`src/rtl/distance_display.sv`:
```
// Distance readout: 12-bit binary to 4-digit BCD (double dabble) plus a multiplexed
// active-low 7-segment scanner. Optional leading-zero blanking via DIST_BLANK_ZEROS_EN.
module distance_display #(
    parameter int unsigned SCAN_DIV = 50000
) (
    input  logic        clk,
    input  logic        n_rst,
    input  logic [11:0] binary_distance,
    output logic [15:0] bcd_out,
    output logic        bcd_valid,
    output logic [3:0]  an_out,
    output logic [6:0]  seg_out
);

    typedef enum logic [1:0] {
        IDLE    = 2'd0,
        CONVERT = 2'd1,
        LOAD    = 2'd2
    } state_t;

    localparam logic [21:0] SCAN_LAST = 22'(SCAN_DIV - 1);

    state_t      state_r;
    logic [11:0] last_r;
    logic [11:0] shift_r;
    logic [15:0] acc_r;
    logic [3:0]  iter_r;
    logic [21:0] prescale_r;
    logic [1:0]  idx_r;

    logic [15:0] adj_acc_s;
    logic [27:0] shift_all_s;
    logic [3:0]  nibble_s;
    logic        blank_s;

    function automatic logic [3:0] add3_nibble(input logic [3:0] n);
        if (n >= 4'd5) begin
            return n + 4'd3;
        end else begin
            return n;
        end
    endfunction

    function automatic logic [15:0] dabble_adjust(input logic [15:0] acc);
        logic [15:0] res;
        res = acc;
        for (int i = 0; i < 4; i++) begin
            res[i*4 +: 4] = add3_nibble(acc[i*4 +: 4]);
        end
        return res;
    endfunction

    function automatic logic [6:0] seg_decode(input logic [3:0] d);
        case (d)
            4'd0:    return 7'b1000000;
            4'd1:    return 7'b1111001;
            4'd2:    return 7'b0100100;
            4'd3:    return 7'b0110000;
            4'd4:    return 7'b0011001;
            4'd5:    return 7'b0010010;
            4'd6:    return 7'b0000010;
            4'd7:    return 7'b1111000;
            4'd8:    return 7'b0000000;
            4'd9:    return 7'b0010000;
            default: return 7'b1111111;
        endcase
    endfunction

    function automatic logic [3:0] an_decode(input logic [1:0] idx);
        case (idx)
            2'd0:    return 4'b1110;
            2'd1:    return 4'b1101;
            2'd2:    return 4'b1011;
            2'd3:    return 4'b0111;
            default: return 4'b1111;
        endcase
    endfunction

    // One double-dabble step: correct nibbles, then shift {acc, shift} left by one
    always_comb begin
        adj_acc_s   = dabble_adjust(acc_r);
        shift_all_s = {adj_acc_s, shift_r} << 1;
    end

    // Select the displayed nibble and decide whether it is a leading zero
    always_comb begin
        nibble_s = 4'd0;
        blank_s  = 1'b0;
        case (idx_r)
            2'd0:    nibble_s = bcd_out[3:0];
            2'd1:    nibble_s = bcd_out[7:4];
            2'd2:    nibble_s = bcd_out[11:8];
            2'd3:    nibble_s = bcd_out[15:12];
            default: nibble_s = 4'd0;
        endcase
`ifdef DIST_BLANK_ZEROS_EN
        case (idx_r)
            2'd1:    blank_s = (bcd_out[15:4] == 12'd0);
            2'd2:    blank_s = (bcd_out[15:8] == 8'd0);
            2'd3:    blank_s = (bcd_out[15:12] == 4'd0);
            default: blank_s = 1'b0;
        endcase
`else
        blank_s = 1'b0;
`endif
    end

    // Converter FSM; bcd_valid defaults low so it is a single-cycle pulse from LOAD
    always_ff @(posedge clk) begin
        if (!n_rst) begin
            state_r   <= IDLE;
            last_r    <= 12'd0;
            shift_r   <= 12'd0;
            acc_r     <= 16'd0;
            iter_r    <= 4'd0;
            bcd_out   <= 16'd0;
            bcd_valid <= 1'b0;
        end else begin
            bcd_valid <= 1'b0;
            case (state_r)
                IDLE: begin
                    if (binary_distance != last_r) begin
                        shift_r <= binary_distance;
                        last_r  <= binary_distance;
                        acc_r   <= 16'd0;
                        iter_r  <= 4'd0;
                        state_r <= CONVERT;
                    end else begin
                        state_r <= IDLE;
                    end
                end
                CONVERT: begin
                    acc_r   <= shift_all_s[27:12];
                    shift_r <= shift_all_s[11:0];
                    iter_r  <= iter_r + 4'd1;
                    if (iter_r == 4'd11) begin
                        state_r <= LOAD;
                    end else begin
                        state_r <= CONVERT;
                    end
                end
                LOAD: begin
                    bcd_out   <= acc_r;
                    bcd_valid <= 1'b1;
                    state_r   <= IDLE;
                end
                default: begin
                    state_r <= IDLE;
                end
            endcase
        end
    end

    // Scan prescaler and digit index
    always_ff @(posedge clk) begin
        if (!n_rst) begin
            prescale_r <= 22'd0;
            idx_r      <= 2'd0;
        end else if (prescale_r == SCAN_LAST) begin
            prescale_r <= 22'd0;
            idx_r      <= idx_r + 2'd1;
        end else begin
            prescale_r <= prescale_r + 22'd1;
        end
    end

    // Registered digit drive, one cycle behind the index
    always_ff @(posedge clk) begin
        if (!n_rst) begin
            an_out  <= 4'b1111;
            seg_out <= 7'b1111111;
        end else begin
            an_out <= an_decode(idx_r);
            if (blank_s) begin
                seg_out <= 7'b1111111;
            end else begin
                seg_out <= seg_decode(nibble_s);
            end
        end
    end

endmodule

```
`config.mk`:
```
export PLATFORM = sky130hd
export DESIGN_NAME = distance_display
export DESIGN_NICKNAME = d
export VERILOG_FILES = /design/src/rtl/distance_display.sv
export SDC_FILE = /design/constraint.sdc
export NUM_CORES = 1
export LEC_CHECK = 0
export CAP_MARGIN = 5
export CORE_MARGIN = 3
export CORE_UTILIZATION = 62
export DETAILED_ROUTE_END_ITERATION = 6
export GPL_TIMING_DRIVEN = 0
export MAX_ROUTING_LAYER = met4
export PLACE_DENSITY = 0.9
export SYNTH_ARGS = -nofsm -noshare
export SYNTH_HDL_FRONTEND = slang
export SYNTH_SLANG_ARGS = --single-unit
export TNS_END_PERCENT = 50
```
`constraint.sdc`:
```
create_clock -name clk -period 3.1 [get_ports clk]
set_input_delay 0.62 -clock clk [delete_from_list [all_inputs] [get_ports clk]]
set_output_delay 0.62 -clock clk [all_outputs]
set_load 0.005 [all_outputs]
```
Yosys cells after proc, flatten, opt, wreduce, memory -nomap -nowiden
Memories as Yosys holds them, arrays and structs flattened. A register that Yosys moved wholly into a read port is not among the register bits.
Cells that the tools add are included.
- register bits: 91
- memory bits (read-only): 112
- input bits: 14
- output and inout port bits: 28
- logic and storage cells: 55
- memories: 1
- memories (name ; words ; width ; read ports ; clocked after Yosys merged registers in ; wr ports ; line ; text):
    (name not given) ; 16 ; 7 ; 1 ; 1 ; 0 ; 54 ; case (d)
- add/subtract/negate cells: 7
- magnitude comparators: 4
- equality and inequality tests: 9
- multiplexer cells: 16
- bitwise gates (word level): 1
- reductions and logical operators: 7
- operators with widths (cell ; count):
    16-bit case mux with 2 select lines ; 1
    4-bit case mux with 4 select lines ; 2
    12-bit case mux with 2 select lines ; 1
    22-bit by 1-bit adder with 22-bit output (second input constant) ; 1
    22-bit by 16-bit equality test with 1-bit output (second input constant) ; 1
    4-bit by 3-bit >= comparator with 1-bit output (second input constant) ; 4
    16-bit 2-to-1 mux ; 1
    4-bit 2-to-1 mux ; 4
    4-bit by 2-bit adder with 4-bit output (second input constant) ; 3
    12-bit 2-to-1 mux ; 1
    12-bit != test ; 1
    4-bit case mux with 2 select lines ; 1
    2-bit equality test (second input constant) ; 3
    4-bit by 1-bit adder with 4-bit output (second input constant) ; 1
    2-bit by 1-bit equality test with 1-bit output (second input constant) ; 2
    4-bit equality test (second input constant) ; 1
    2-bit logical NOT ; 2
    2-bit case mux with 2 select lines ; 1
    2-bit AND reduction ; 2
    3-bit by 2-bit adder with 3-bit output (second input constant) ; 1
    3-bit 2-to-1 mux ; 1
    2-bit by 1-bit adder with 2-bit output (second input constant) ; 1
    1-bit 2-to-1 mux ; 2
    2-bit 2-to-1 mux ; 1
    5 further kinds ; 5

Logic depth before layout (Yosys ltp)
Gate-level depths: netlist of run 1.
- depth in word-level cells: 3
- depth in mapped cells: 9
- mapped depth without buffers: 9

Worst setup path before layout of run 1
OpenSTA, ideal clock, no wires.
- path kind: flip-flop to flip-flop
- start: reg idx_r[0]
- end: reg seg_out[5]
- setup time: 0.118 ns
- arrival time: 1.846 ns
- data required time: 2.982 ns
- setup slack: 1.136 ns
- cell stages (with the launch flop): 9
- buffers on the path: 0
- period minus slack after synthesis: 1.964 ns
- cells stage by stage: dfxtp_1 -> inv_1 -> ha_1 -> a222oi_1 -> mux2i_2 -> ha_1 -> nor3b_1 -> a21oi_1 -> nand2b_1
- word-level cells in the longest chain between the ends: 2
- elaborated cells on any way between the ends: 5
- classes of those cells: eq/ne: 3; mux: 1; reduce/logical: 1
- RTL lines (what ; line ; text):
    start, declared ; 29 ; logic [1:0] idx_r;
    start signal, assigned ; 161 ; idx_r <= idx_r + 2'd1;
    2-bit equality test (tied with other cells) ; 89 ; case (idx_r)
    4-bit case mux with 4 select lines (*) ; 89 ;
    end, declared ; 12 ; output logic [6:0] seg_out
Mark *: on every way between the ends. The rest lies on a longest branch, timed or not.
A chain may end at the register's enable or synchronous reset.

Final worst setup path of run 1
Same ends and word-level chain as after synthesis.

==> flow_summary.yaml, run 1 <==
run_status:
  run_status: "finished clean"
place:
  place.gp.congestion: 0.8928
  dpl_worst_slack_ns: 0.6132
  hpwlAfterDp_um: 7569
  port_buffers: 41
synth:
  synth_edf_count: 0
  synthCells: 564
  netlist_area_um2: 4772
  synthArstFlopShare: 0
  ys_seq_elements: 98
  syn_nets: 595
  synth_top_cell_area_share: 0.4111
  seq_area_frac_synth: 0.4111
  yosysTopAreaCell: "dfxtp_1"
  synth_flop_cell: "dfxtp_1"
  yosys_warnings: 0
  syn_avg_cell_area_um2: 8.461
  synth_cell_type_count: 46
  synth_area_leaders: "dfxtp_1 (41%), nand2_1 (8.0%), xnor2_1 (6.4%)"
clock_tree:
  htree_levels: 3
  cts-resized-gates: 0
  clockBufferDepth: 2
  tritoncts: "done"
  holdBufCountCts: 0
  cts_buffers: 9
  cts-root-buf: "clkbuf_8"
  postCtsSetupBuffers: 0
  worstSkewPairLatency_ns: 0.36
  cts_sinks: 98
  cts.clk_slew.worst_paths_ns: 0.08
critical_path:
  worst_ep_arrival_time_ns: 2.51
  cp_slowest_cell: "a222oi_1"
  crit_type: "reg2reg"
  start_kind: "register"
  critPathCaptureType: "register"
  crit_top_cell: "ha_1"
  cp_cell_sequence: "inv_1, ha_1, a222oi_1, mux2i_2, ha_1, nor3b_1, a21oi_1, nand2b_1"
  cp.required_ns: 3.34
  max_stage_delay_ns: 0.43
  critPathMaxFanout: 8
power:
  p_leak_nw: 2.028
  powerDensity_nw_per_um2: 410.5
  peakVddDrop_mv: 0.2425
finish:
  diodes: 0
  final_nets: 647
  area_growth_pct: 15.15
  final_cell_mix: "nand2_1 (102), dfxtp_1 (98), nor2_1 (57)"
  layout-drive-gt1-share: 0.05806
  layout_commonest_cell: "nand2_1"
global_routing:
  grt_max_degree: 15
  grt_overflow: 0
  grt_pass1_wl_um: 17230
  grtUsageMet2: 0.3944
  antenna_found_initial: 0
  met3_usage: 0.05529
  grt_busiest_layer: "met2"
  gr-usage-met1: 0.3104
  grtUsageTotal: 0.2497
  grt_pass1_vias: 3817
run:
  maxCapViolations: 0
routing:
  wirelength_um: 10300
  via_per_inst: 5.565
  ant_nets: 0
  num_vias: 4001
  first_iter_violations: 206
  first_pass_iters: 5
  routedWlPerCell_um: 14.33
  post-route-drc-count: 0
timing:
  fin_skew_ns: 0.007287
  period_share: 0.7308
  tns_ns: 0
  timing.final.ws_setup_ns: 0.8345
  slew_violations: 0
  slew_headroom: 0.5739
  setup_viol: 0
  rsz0062_at_grt: "no"
  tightest_slew_ns: 0.6214
  fmax_mhz: 441.4
  finalCriticalPeriod_ns: 2.265
  finalHoldViolCount: 0
floorplanning:
  coreArea_um2: 7370
  start_util: 0.6475
  die_h_um: 93.73
  row_count: 31
  io_pins: 42
  dieArea_um2: 8785
  die_width_um: 93.73
hold_path:
  worstHoldPathType: "reg2reg"
power by group:
group          internal, mW  total, mW  switching [mW]
clock                 0.373      0.776           0.403
combinational        0.0801      0.169          0.0890
sequential             1.29       1.31          0.0214
total                  1.74       2.26           0.513
Yosys cell counts, drive strengths merged (8+ instances only):
master and number:
nand2 102, dfxtp 98, nor2 57, xnor2 35, mux2i 29, o21ai 24
inv 23, a21oi 21, clkbuf 21, nor3 18, and3 17, ha 17
a21boi 16, o22ai 13, buf 10, nand4 8
metal layers:
layer / routed length, µm / vias to the layer above
met5: 0 / -
met4: 220 / 0
met3: 534 / 24
met2: 5036 / 124
met1: 4512 / 1860
li1: - / 1993
cells by family (layout without fill, tap and decap cells):
| kind of cell | after synthesis | after routing | synth area share |
|---|---|---|---|
| DFF | 98 | 98 | 0.4111 |
| xor gates and xnor gates | 42 | 42 | 0.07708 |
| and+or+nand+nor | 240 | 240 | 0.2438 |
| AOI/OAI and AO/OA | 84 | 84 | 0.1099 |
| adders and majority gates | 17 | 17 | 0.04457 |
| muxes | 29 | 29 | 0.06161 |
| buffers and inverters | 54 | 110 | 0.05191 |
worst max-delay path: cells and delay by family, from the launching register on:
family,cells,cell delay [ns]
adders and majority gates,2,0.51
AOI/OAI and AO/OA,2,0.50
and+or+nand+nor,2,0.45
DFF,1,0.37
muxes,1,0.24
buffers and inverters,1,0.09
worst paths after layout:
path	from	end	slack, ns	cells past startpoint
setup / recovery	idx_r[0]$_SDFFE_PN0N_	seg_out[5]$_SDFF_PN1_	0.83	8
hold / removal	prescale_r[0]$_SDFF_PP0_	prescale_r[0]$_SDFF_PP0_	0.45	1
setup reg to reg	idx_r[0]$_SDFFE_PN0N_	seg_out[5]$_SDFF_PN1_	0.83	8
hold reg to reg	prescale_r[0]$_SDFF_PP0_	prescale_r[0]$_SDFF_PP0_	0.45	1
stage by stage:
stage | hold slack [ns] | power (mW) | instances | util | cell area (µm²)
after detailed placement | 0.4459 | 1.508 | 704 | 0.7200 | 5306
after global routing | 0.4894 | 2.355 | 719 | 0.7457 | 5495
after global placement | 0.4238 | 1.501 | 704 | 0.7200 | 5306
after floorplan | 0.4106 | 1.444 | 564 | - | 4772
final | 0.4474 | 2.256 | 719 | 0.7457 | 5495
after CTS | 0.4579 | 2.274 | 719 | 0.7457 | 5495
area by class of cell:
class                      count  area (µm²)
multi-input combinational    412        2562
clock inverter                 2       10.01
buffer                        31       161.4
inverter                      23       86.33
tap                           99       123.9
sequential                    98        1962
fill                         520        1874
clock buffer                  13       178.9
timing repair buffer          41       410.4
state kept, by name, summed over array words and instances, names as in the netlist, 2 cells and up:
| name | cells |
|---|---|
| prescale_r | 22 |
| acc_r | 16 |
| bcd_out | 16 |
| last_r | 12 |
| shift_r | 12 |
| seg_out | 7 |
| an_out | 4 |
| iter_r | 4 |
| idx_r | 2 |
| state_r | 2 |
No activity file was read; power rests on OpenSTA's default activity.
==> run 2, diff against run 1 <==
- CORE_UTILIZATION: 62 -> 52
- PLACE_DENSITY: 0.9 -> 0.81
- clock period: 3.1 -> 1.9 ns (I/O delays scaled with it)
==> run 2 against run 1 <==
- combinational power increased by 65%
- clock skew is 0.0058 ns higher
- hold slack worse by 0.074 ns
- register-to-register slack lost 0.83 ns
- utilization is 9.9 points lower
==> flow_summary.yaml, run 2 (same netlist as run 1, synthesis figures left out) <==
timing:
  fmax_mhz: 527.0
  setup_viol: 0
  slew_headroom: 0.6210
  rsz0062_at_grt: "yes"
  fin_skew_ns: 0.01313
  period_share: 0.9987
  tightest_slew_ns: 0.5685
  slew_violations: 0
  finalHoldViolCount: 0
  finalCriticalPeriod_ns: 1.897
finish:
  largest_reg_flops: 22
  area_growth_pct: 19.30
  final_cell_area_um2: 5693
  layout-drive-gt1-share: 0.09683
  max_flop_register: "prescale_r"
  layout_commonest_cell: "nand2_1"
  top_regs: "prescale_r: 22 flops, acc_r: 16 flops, bcd_out: 16 flops"
  fillers: 693
  final_nets: 657
  diodes: 0
  final_cell_mix: "nand2_1 (102), dfxtp_1 (96), nor2_1 (56)"
place:
  place_area_um2: 5325
  hpwlAfterDp_um: 7822
  port_buffers: 41
  place.gp.congestion: 0.8035
routing:
  routedWlPerCell_um: 14.91
  wirelength_um: 11000
  first_pass_iters: 5
  ant_nets: 0
  first_iter_violations: 198
  via_per_inst: 5.481
  post-route-drc-count: 0
  num_vias: 4045
global_routing:
  grt_overflow: 0
  grt_max_degree: 16
  grt_pass1_vias: 3986
  grtUsageTotal: 0.2222
  grt_pass1_wl_um: 17950
  antenna_found_initial: 0
run:
  maxCapViolations: 0
clock_tree:
  cts-root-buf: "clkbuf_8"
  cts.clk_slew.worst_paths_ns: 0.10
  clockBufferDepth: 2
  cts_buffers: 9
  tritoncts: "done"
  cts_sinks: 98
  htree_levels: 3
  worstSkewPairLatency_ns: 0.37
critical_path:
  start_kind: "register"
  critPathMaxFanout: 5
  crit_type: "reg2reg"
  cp_slowest_cell: "a222oi_1"
  cp_cell_sequence: "inv_4, ha_4, a222oi_1, mux2i_2, inv_1, ha_1, buf_4, a21o_1"
  max_stage_delay_ns: 0.39
  cp.required_ns: 2.18
  critPathCaptureType: "register"
  worst_ep_arrival_time_ns: 2.17
floorplanning:
  io_pins: 42
  coreArea_um2: 8806
  die_h_um: 101.8
  row_count: 34
  start_util: 0.5419
  dieArea_um2: 10360
  die_width_um: 101.8
power:
  powerDensity_nw_per_um2: 663.7
  p_leak_nw: 2.141
  peakVddDrop_mv: 0.4271
  fin_total_pwr_mw: 3.778
run_status:
  run_status: "finished clean"
hold_path:
  worstHoldPathType: "in2reg"
[run 2: cell types whose count changed in the layout (fill, tap and decap cells not counted), moves of 2 or more]
cell,previous run,this run
buf_4,2,13
buf_2,4,2
ha_2,0,3
clkdlybuf4s50_1,41,36
ha_1,17,13
nor3b_1,5,3
dfxtp_4,0,2
dlymetal6s2s_1,0,5
clkinvlp_4,0,2
clkbuf_8,14,11
dfxtp_1,98,96
nor3b_4,0,2
mux2i_1,28,26
[run 2: critical path, delay by kind of cell (launching register included)]
| kind | cells | cell delay [ns] |
|---|---|---|
| flops | 1 | 0.38 |
| buf+inv | 3 | 0.30 |
| mux | 1 | 0.17 |
| compound gates | 2 | 0.54 |
| fa+ha+maj | 2 | 0.42 |
[run 2: worst paths after layout]
path / start / end / slack (ns) / depth (start not counted)
hold reg to reg: prescale_r[0]$_SDFF_PP0_ / prescale_r[0]$_SDFF_PP0_ / 0.44 / 1
setup reg to reg: idx_r[0]$_SDFFE_PN0N_ / seg_out[3]$_SDFF_PN1_ / 0.003 / 8
hold / removal: binary_distance[5] / last_r[5]$_SDFFE_PN0P_ / 0.37 / 3
setup / recovery: idx_r[0]$_SDFFE_PN0N_ / seg_out[3]$_SDFF_PN1_ / 0.003 / 8
[run 2: final cells by class]
type                    instances  area (µm²)  area share
plain buffers                  31       170.2     0.02989
clock buffers                  10       137.6     0.02418
clock inverters                 5       55.05    0.009670
inverters                      23       88.84     0.01560
multi-input cells             412        2638      0.4633
flip-flops and latches         98        1969      0.3459
well taps                     108       135.1     0.02374
repair buffers                 51       499.2     0.08769
[run 2: power breakdown]
part           leakage (nW)  internal [mW]  switching, mW
combinational          1.25          0.131          0.149
sequential            0.801           2.10         0.0355
clock                0.0941          0.633          0.729
total                  2.14           2.87          0.913
[run 2: layer usage]
metal,part of all wire,vias to the layer above,global-route usage
li1,-,2015,-
met3,0.042,29,0.03926
met2,0.52,104,0.3732
met5,0,-,-
met1,0.42,1897,0.2614
met4,0.021,0,0.09305
[run 2: stage by stage]
stage          setup WS (ns)  hold slack (ns)  instances  utilization   TNS, ns
2_1_floorplan        0.01297           0.4106        564            -         0
3_3_place_gp         -0.3554           0.4187        713       0.6047    -13.94
3_5_place_dp         -0.4334           0.4361        713       0.6047    -17.39
4_1_cts             -0.01654           0.4503        732       0.6341  -0.02594
5_1_grt              -0.1656           0.3756        738       0.6465    -1.233
6_report            0.002533           0.3732        738       0.6465         0
[run 2: timing repair]
action | 4_1_cts | 5_1_grt
pin swaps | 6 | 8
hold buffers | 0 | 0
cloned | 0 | 1
setup endpoints to repair | 16 | 54
gates resized for setup | 13 | 22
setup buffers | 4 | 5
